### src/rtl/iter_divider.sv
`default_nettype none
// ============================================================================
//  Module      : iter_divider
//  Description : Multi-cycle radix-2 restoring divider for DIV/DIVU. Takes one
//                signed DW-bit dividend/divisor pair (already sign- or
//                zero-extended by the requester), produces one quotient bit
//                per cycle, and returns quotient and remainder in a
//                byte-padded 2*FW-bit word with a one-cycle valid pulse.
//  Ports       :
//    clk                     rising-edge clock
//    reset                   asynchronous active-high reset
//    s_axis_dividend_tvalid  dividend valid
//    s_axis_dividend_tdata   dividend [DW-1:0]
//    s_axis_divisor_tvalid   divisor valid
//    s_axis_divisor_tdata    divisor [DW-1:0]
//    s_axis_tready           high while idle; request taken only when high
//    m_axis_dout_tvalid      one-cycle result-valid pulse
//    m_axis_dout_tdata       [FW+DW-1:FW] quotient, [DW-1:0] remainder,
//                            padding bits sign-extended
//  Revision    : 1.0 - initial release
// ============================================================================
module iter_divider #(
  parameter int DW = 33,
  parameter int FW = 40
) (
  input  logic            clk,
  input  logic            reset,
  input  logic            s_axis_dividend_tvalid,
  input  logic [DW-1:0]   s_axis_dividend_tdata,
  input  logic            s_axis_divisor_tvalid,
  input  logic [DW-1:0]   s_axis_divisor_tdata,
  output logic            s_axis_tready,
  output logic            m_axis_dout_tvalid,
  output logic [2*FW-1:0] m_axis_dout_tdata
);

  localparam int c_CNT_W = $clog2(DW);
  localparam logic [c_CNT_W-1:0] c_LAST_STEP = c_CNT_W'(DW - 1);

  localparam logic [1:0] c_S_IDLE = 2'd0;
  localparam logic [1:0] c_S_CALC = 2'd1;
  localparam logic [1:0] c_S_FIX  = 2'd2;
  localparam logic [1:0] c_S_DONE = 2'd3;

  logic [1:0]         r_state;
  logic [c_CNT_W-1:0] r_cnt;
  logic [DW-1:0]      r_rem;       // partial remainder magnitude
  logic [DW-1:0]      r_quo;       // dividend bits shift out as quotient bits shift in
  logic [DW-1:0]      r_dvs;       // divisor magnitude
  logic [DW-1:0]      r_dvd;       // original dividend, returned on divide-by-zero
  logic               r_sign_q;
  logic               r_sign_r;
  logic               r_div_zero;
  logic [2*FW-1:0]    r_dout;

  logic               w_accept;
  logic [DW-1:0]      w_abs_dvd;
  logic [DW-1:0]      w_abs_dvs;
  logic [DW:0]        w_shift;
  logic [DW:0]        w_diff;
  logic [DW-1:0]      w_rem_next;
  logic [DW-1:0]      w_quo_next;
  logic [DW-1:0]      w_q_final;
  logic [DW-1:0]      w_r_final;
  logic [2*FW-1:0]    w_dout;

  assign w_accept  = (r_state == c_S_IDLE) && s_axis_dividend_tvalid && s_axis_divisor_tvalid;
  assign w_abs_dvd = s_axis_dividend_tdata[DW-1] ? -s_axis_dividend_tdata : s_axis_dividend_tdata;
  assign w_abs_dvs = s_axis_divisor_tdata[DW-1]  ? -s_axis_divisor_tdata  : s_axis_divisor_tdata;

  // One restoring step: the next dividend bit is the MSB of r_quo. The extra
  // top bit of the difference is the borrow, i.e. the trial went negative.
  assign w_shift = {r_rem, r_quo[DW-1]};
  assign w_diff  = w_shift - {1'b0, r_dvs};

  always_comb begin
    w_rem_next = w_shift[DW-1:0];
    w_quo_next = {r_quo[DW-2:0], 1'b0};
    if (!w_diff[DW]) begin
      w_rem_next = w_diff[DW-1:0];
      w_quo_next = {r_quo[DW-2:0], 1'b1};
    end
  end

  // Sign correction; divide-by-zero overrides the signs entirely.
  always_comb begin
    w_q_final = r_sign_q ? -r_quo : r_quo;
    w_r_final = r_sign_r ? -r_rem : r_rem;
    if (r_div_zero) begin
      w_q_final = '1;
      w_r_final = r_dvd;
    end
  end

  assign w_dout = {{(FW-DW){w_q_final[DW-1]}}, w_q_final,
                   {(FW-DW){w_r_final[DW-1]}}, w_r_final};

  always_ff @(posedge clk or posedge reset) begin
    if (reset) begin
      r_state    <= c_S_IDLE;
      r_cnt      <= '0;
      r_rem      <= '0;
      r_quo      <= '0;
      r_dvs      <= '0;
      r_dvd      <= '0;
      r_sign_q   <= 1'b0;
      r_sign_r   <= 1'b0;
      r_div_zero <= 1'b0;
      r_dout     <= '0;
    end else begin
      case (r_state)
        c_S_IDLE: begin
          if (w_accept) begin
            r_rem      <= '0;
            r_quo      <= w_abs_dvd;
            r_dvs      <= w_abs_dvs;
            r_dvd      <= s_axis_dividend_tdata;
            r_sign_q   <= s_axis_dividend_tdata[DW-1] ^ s_axis_divisor_tdata[DW-1];
            r_sign_r   <= s_axis_dividend_tdata[DW-1];
            r_div_zero <= (s_axis_divisor_tdata == '0);
            r_cnt      <= '0;
            r_state    <= c_S_CALC;
          end
        end
        c_S_CALC: begin
          r_rem <= w_rem_next;
          r_quo <= w_quo_next;
          if (r_cnt == c_LAST_STEP) begin
            r_cnt   <= '0;
            r_state <= c_S_FIX;
          end else begin
            r_cnt <= r_cnt + 1'b1;
          end
        end
        c_S_FIX: begin
          r_dout  <= w_dout;
          r_state <= c_S_DONE;
        end
        c_S_DONE: begin
          r_state <= c_S_IDLE;
        end
        default: begin
          r_state <= c_S_IDLE;
        end
      endcase
    end
  end

  assign s_axis_tready      = (r_state == c_S_IDLE);
  assign m_axis_dout_tvalid = (r_state == c_S_DONE);
  assign m_axis_dout_tdata  = r_dout;

endmodule
`default_nettype wire
### config.mk
export PLATFORM = sky130hd
export DESIGN_NAME = iter_divider
export DESIGN_NICKNAME = d
export VERILOG_FILES = /design/src/rtl/iter_divider.sv
export SDC_FILE = /design/constraint.sdc
export NUM_CORES = 1
export LEC_CHECK = 0
export ABC_AREA = 0
export BUFFER_PORTS_ARGS = -buffer_cell sky130_fd_sc_hd__buf_4
export CORE_ASPECT_RATIO = 1.2
export CORE_MARGIN = 10
export CORE_UTILIZATION = 36
export DETAILED_ROUTE_END_ITERATION = 10
export GPL_TIMING_DRIVEN = 0
export MAX_ROUTING_LAYER = met4
export PLACE_DENSITY_LB_ADDON = 0.08
export RECOVER_POWER = 50
export SLEW_MARGIN = 15
export SYNTH_ARGS = -nofsm -noshare
export SYNTH_HDL_FRONTEND = slang
export SYNTH_SLANG_ARGS = --single-unit
### constraint.sdc
create_clock -name clk -period 14.93 [get_ports clk]
set_clock_uncertainty 0.15 [all_clocks]
set_input_delay 0.7465 -clock clk [delete_from_list [all_inputs] [get_ports clk]]
set_output_delay 0.7465 -clock clk [all_outputs]
set_load 0.01 [all_outputs]
==> metrics.txt <==
Worst-Skew Late Latency=0.54 ns; Cell variety after synth=64; Total Die Area=45000 um2; fmax=150 MHz; Port Buf Inserts=150; EDFF count, synth=0; IO Pins=152; Post-Syn Area per Cell=8.86 um2; final hold viol count=0; CTS Sinks=208; unrepaired setup endpoints after global routing=no; final hold slack=0.326 ns; Via Count=11300; Seq/Total Area, Yosys=39.2%; Hold/Removal Path Class=register to register; # setup viols final=0; internal power=2.08 mW; DRT Wirelength=43200 um; Switching Share=45.9%; NetSw=1.76 mW; Critical Path RT=14.08 ns; n_diodes=0; hpwl dp=34600 um; yosys warns=0; CORE AREA=36700 um2; Die Y=230 um; period utilization=44.7%; commonest non-fill, non-tap cell in the layout=dfrtp_1; startpoint class of the critical path=input port; worst slew pin tran=5.56 ns; cell area after synthesis=13300 um2; Crit. End Element=async pin; fin crit period=6.67 ns; CTS tree=built; CP max FO=102; routability cong.=0.903; fillers=3798; drt first pass iters=5; Worst slew margin=-271%; total negative slack=0 ns; dpl ws=10.48 ns; all-layer global routing usage=19.3%; top_reg_cell synth=dfrtp_1; Non-Filler Instances=2169; count of hold buffers inserted by post-cts repair=0; worst-case clock buffer depth=3; Root Driver=clkbuf_16; vias in the first global route=11700; postcts setup bufs=0; fin. max-slew vios=213; first-pass GRT wire length=67400 um; leak pwr=6.86 nW; dpl cells=2125; commonest cells after routing, fill and taps aside=208 x dfrtp_1, 198 x nand2_1, 185 x o21ai_0; syn_nets=1613; Vias/cell=5.21; initial antenna violation count=0; ANT nets after route=0; failing checks=max-capacitance violations, max-slew violations; 1st-iter DRT viols=664; CP Class=input port to async pin; Initial Utilization=36.2%; Clock transition at path regs=0.06 ns; CTS buffer count=24; post-DR wirelength/cell=19.9 um; placed cell areas=15100 um2; status=complete, but fails checks; synthesis-to-finish area growth=17.9%; Max H-tree Level=1; Comb pwr share=56.4%; Peak supply drop=0.0000771 V; Mapped Cells=1499; post-route cell area=15700 um2; number of synthesized register bits=208; fraction of registers with async set/reset=100%; post_cts resized=0; post-route worst setup slack=8.26 ns; pin count of the biggest net entering global routing=103; layout cell share with drive strength beyond 1=14.7%; # rows=77; DRC Markers=0; total grt overflow=0; Arrival @ worst endpoint=5.82 ns; power share of the clock group=15.5%; Max-cap violations=3; power density over the cells=245 nW/um2; NumNets Final=1791; die span in x=195 um; sequential power share=28.1%
## synthesized netlist by cell type (4+ instances only)
master	number	area share [%]
a21oi_1	99	3.7
nand4_1	6	0.28
mux2i_1	42	3.2
nand3b_1	4	0.23
o22ai_1	4	0.19
a21boi_0	4	0.23
xor2_1	101	6.7
nor4_1	9	0.42
buf_1	9	0.25
inv_1	55	1.6
and2_1	4	0.19
o21a_1	8	0.45
o211ai_1	7	0.40
o21bai_1	4	0.23
nand3_1	20	0.75
or3_1	17	0.80
a32oi_1	8	0.53
a21o_1	14	0.79
o21ai_0	185	7.0
dfrtp_1	208	39
a31oi_1	10	0.47
nor3_1	10	0.38
nor2_1	88	2.5
nand2b_1	12	0.56
o41ai_1	15	0.99
nand2_1	198	5.6
ha_1	43	4.0
or4_1	13	0.73
nor2b_1	7	0.33
buf_4	15	0.85
nor3b_1	4	0.23
clkbuf_1	68	1.9
or2_2	7	0.33
xnor2_1	49	3.2
o31ai_1	40	2.3
mux2_2	62	5.3
## through the flow
stage	util, %	total power, mW
floorplan	-	2.57
global placement	40.9	3.30
detailed placement	41.1	3.32
CTS	43.2	3.93
global route	42.7	4.19
finish	42.7	3.84
## flip-flops by register name (all words and copies together) (netlist names)
signal	flops
r_dvs	33
r_div_zero	1
r_rem	33
r_quo	33
r_cnt	6
r_state	2
r_sign_q	1
r_dvd	33
m_axis_dout_tdata	66
## routing by layer
layer  global-route usage (%)  wire length, um
met1                     21.8            18300
met5                        -                0
met3                     1.99             1230
met4                     8.12             1790
met2                     34.0            21900
## kinds of logic after synthesis
group | after synthesis | synth area share (%)
AO/OA/AOI/OAI | 431 | 19.5
XOR/XNOR | 150 | 9.89
adder cells (fa/ha/maj) | 44 | 4.20
buffers and inverters | 152 | 4.75
flip-flops | 208 | 39.2
multiplexers | 104 | 8.42
AND/OR/NAND/NOR | 410 | 14.1
## final cells by class
cell class	instances	area [um2]	share of cell area, %
multi-input combinational	1139	7450	47.6
sequential	208	5200	33.2
timing repair buffer	152	980	6.26
clock buffer	37	761	4.86
tap	474	593	3.79
buffer	95	417	2.66
inverter	57	215	1.37
clock inverter	7	37.5	0.240
## power groups by stage
stage	logic (mW)	clock network, mW	registers (mW)
floorplan	1.52	0	1.05
global placement	2.22	0	1.08
detailed placement	2.24	0	1.08
CTS	2.24	0.610	1.08
global route	2.44	0.634	1.12
finish	2.17	0.595	1.08
## worst max-delay path, cell delays in order
cell and delay, ns:
clkbuf_4 0.11, clkinvlp_2 0.89, clkbuf_1 3.92
## worst paths after layout
| kind | startpoint | to | slack, ns | cells after the start |
|---|---|---|---|---|
| max | reset | r_rem[19]$_DFFE_PP0P_ | 8.26 | 3 |
| min | r_dvs[32]$_DFFE_PP0P_ | r_dvs[32]$_DFFE_PP0P_ | 0.33 | 2 |
| max reg2reg | r_rem[9]$_DFFE_PP0P_ | r_rem[18]$_DFFE_PP0P_ | 10.50 | 11 |
| min reg2reg | r_dvs[32]$_DFFE_PP0P_ | r_dvs[32]$_DFFE_PP0P_ | 0.33 | 2 |
| max in group clk | r_rem[9]$_DFFE_PP0P_ | r_rem[18]$_DFFE_PP0P_ | 10.50 | 11 |
| min in group asynchronous | reset | m_axis_dout_tdata[72]$_DFFE_PP0P_ | 0.43 | 2 |
Power figures use the tool's default switching activity.
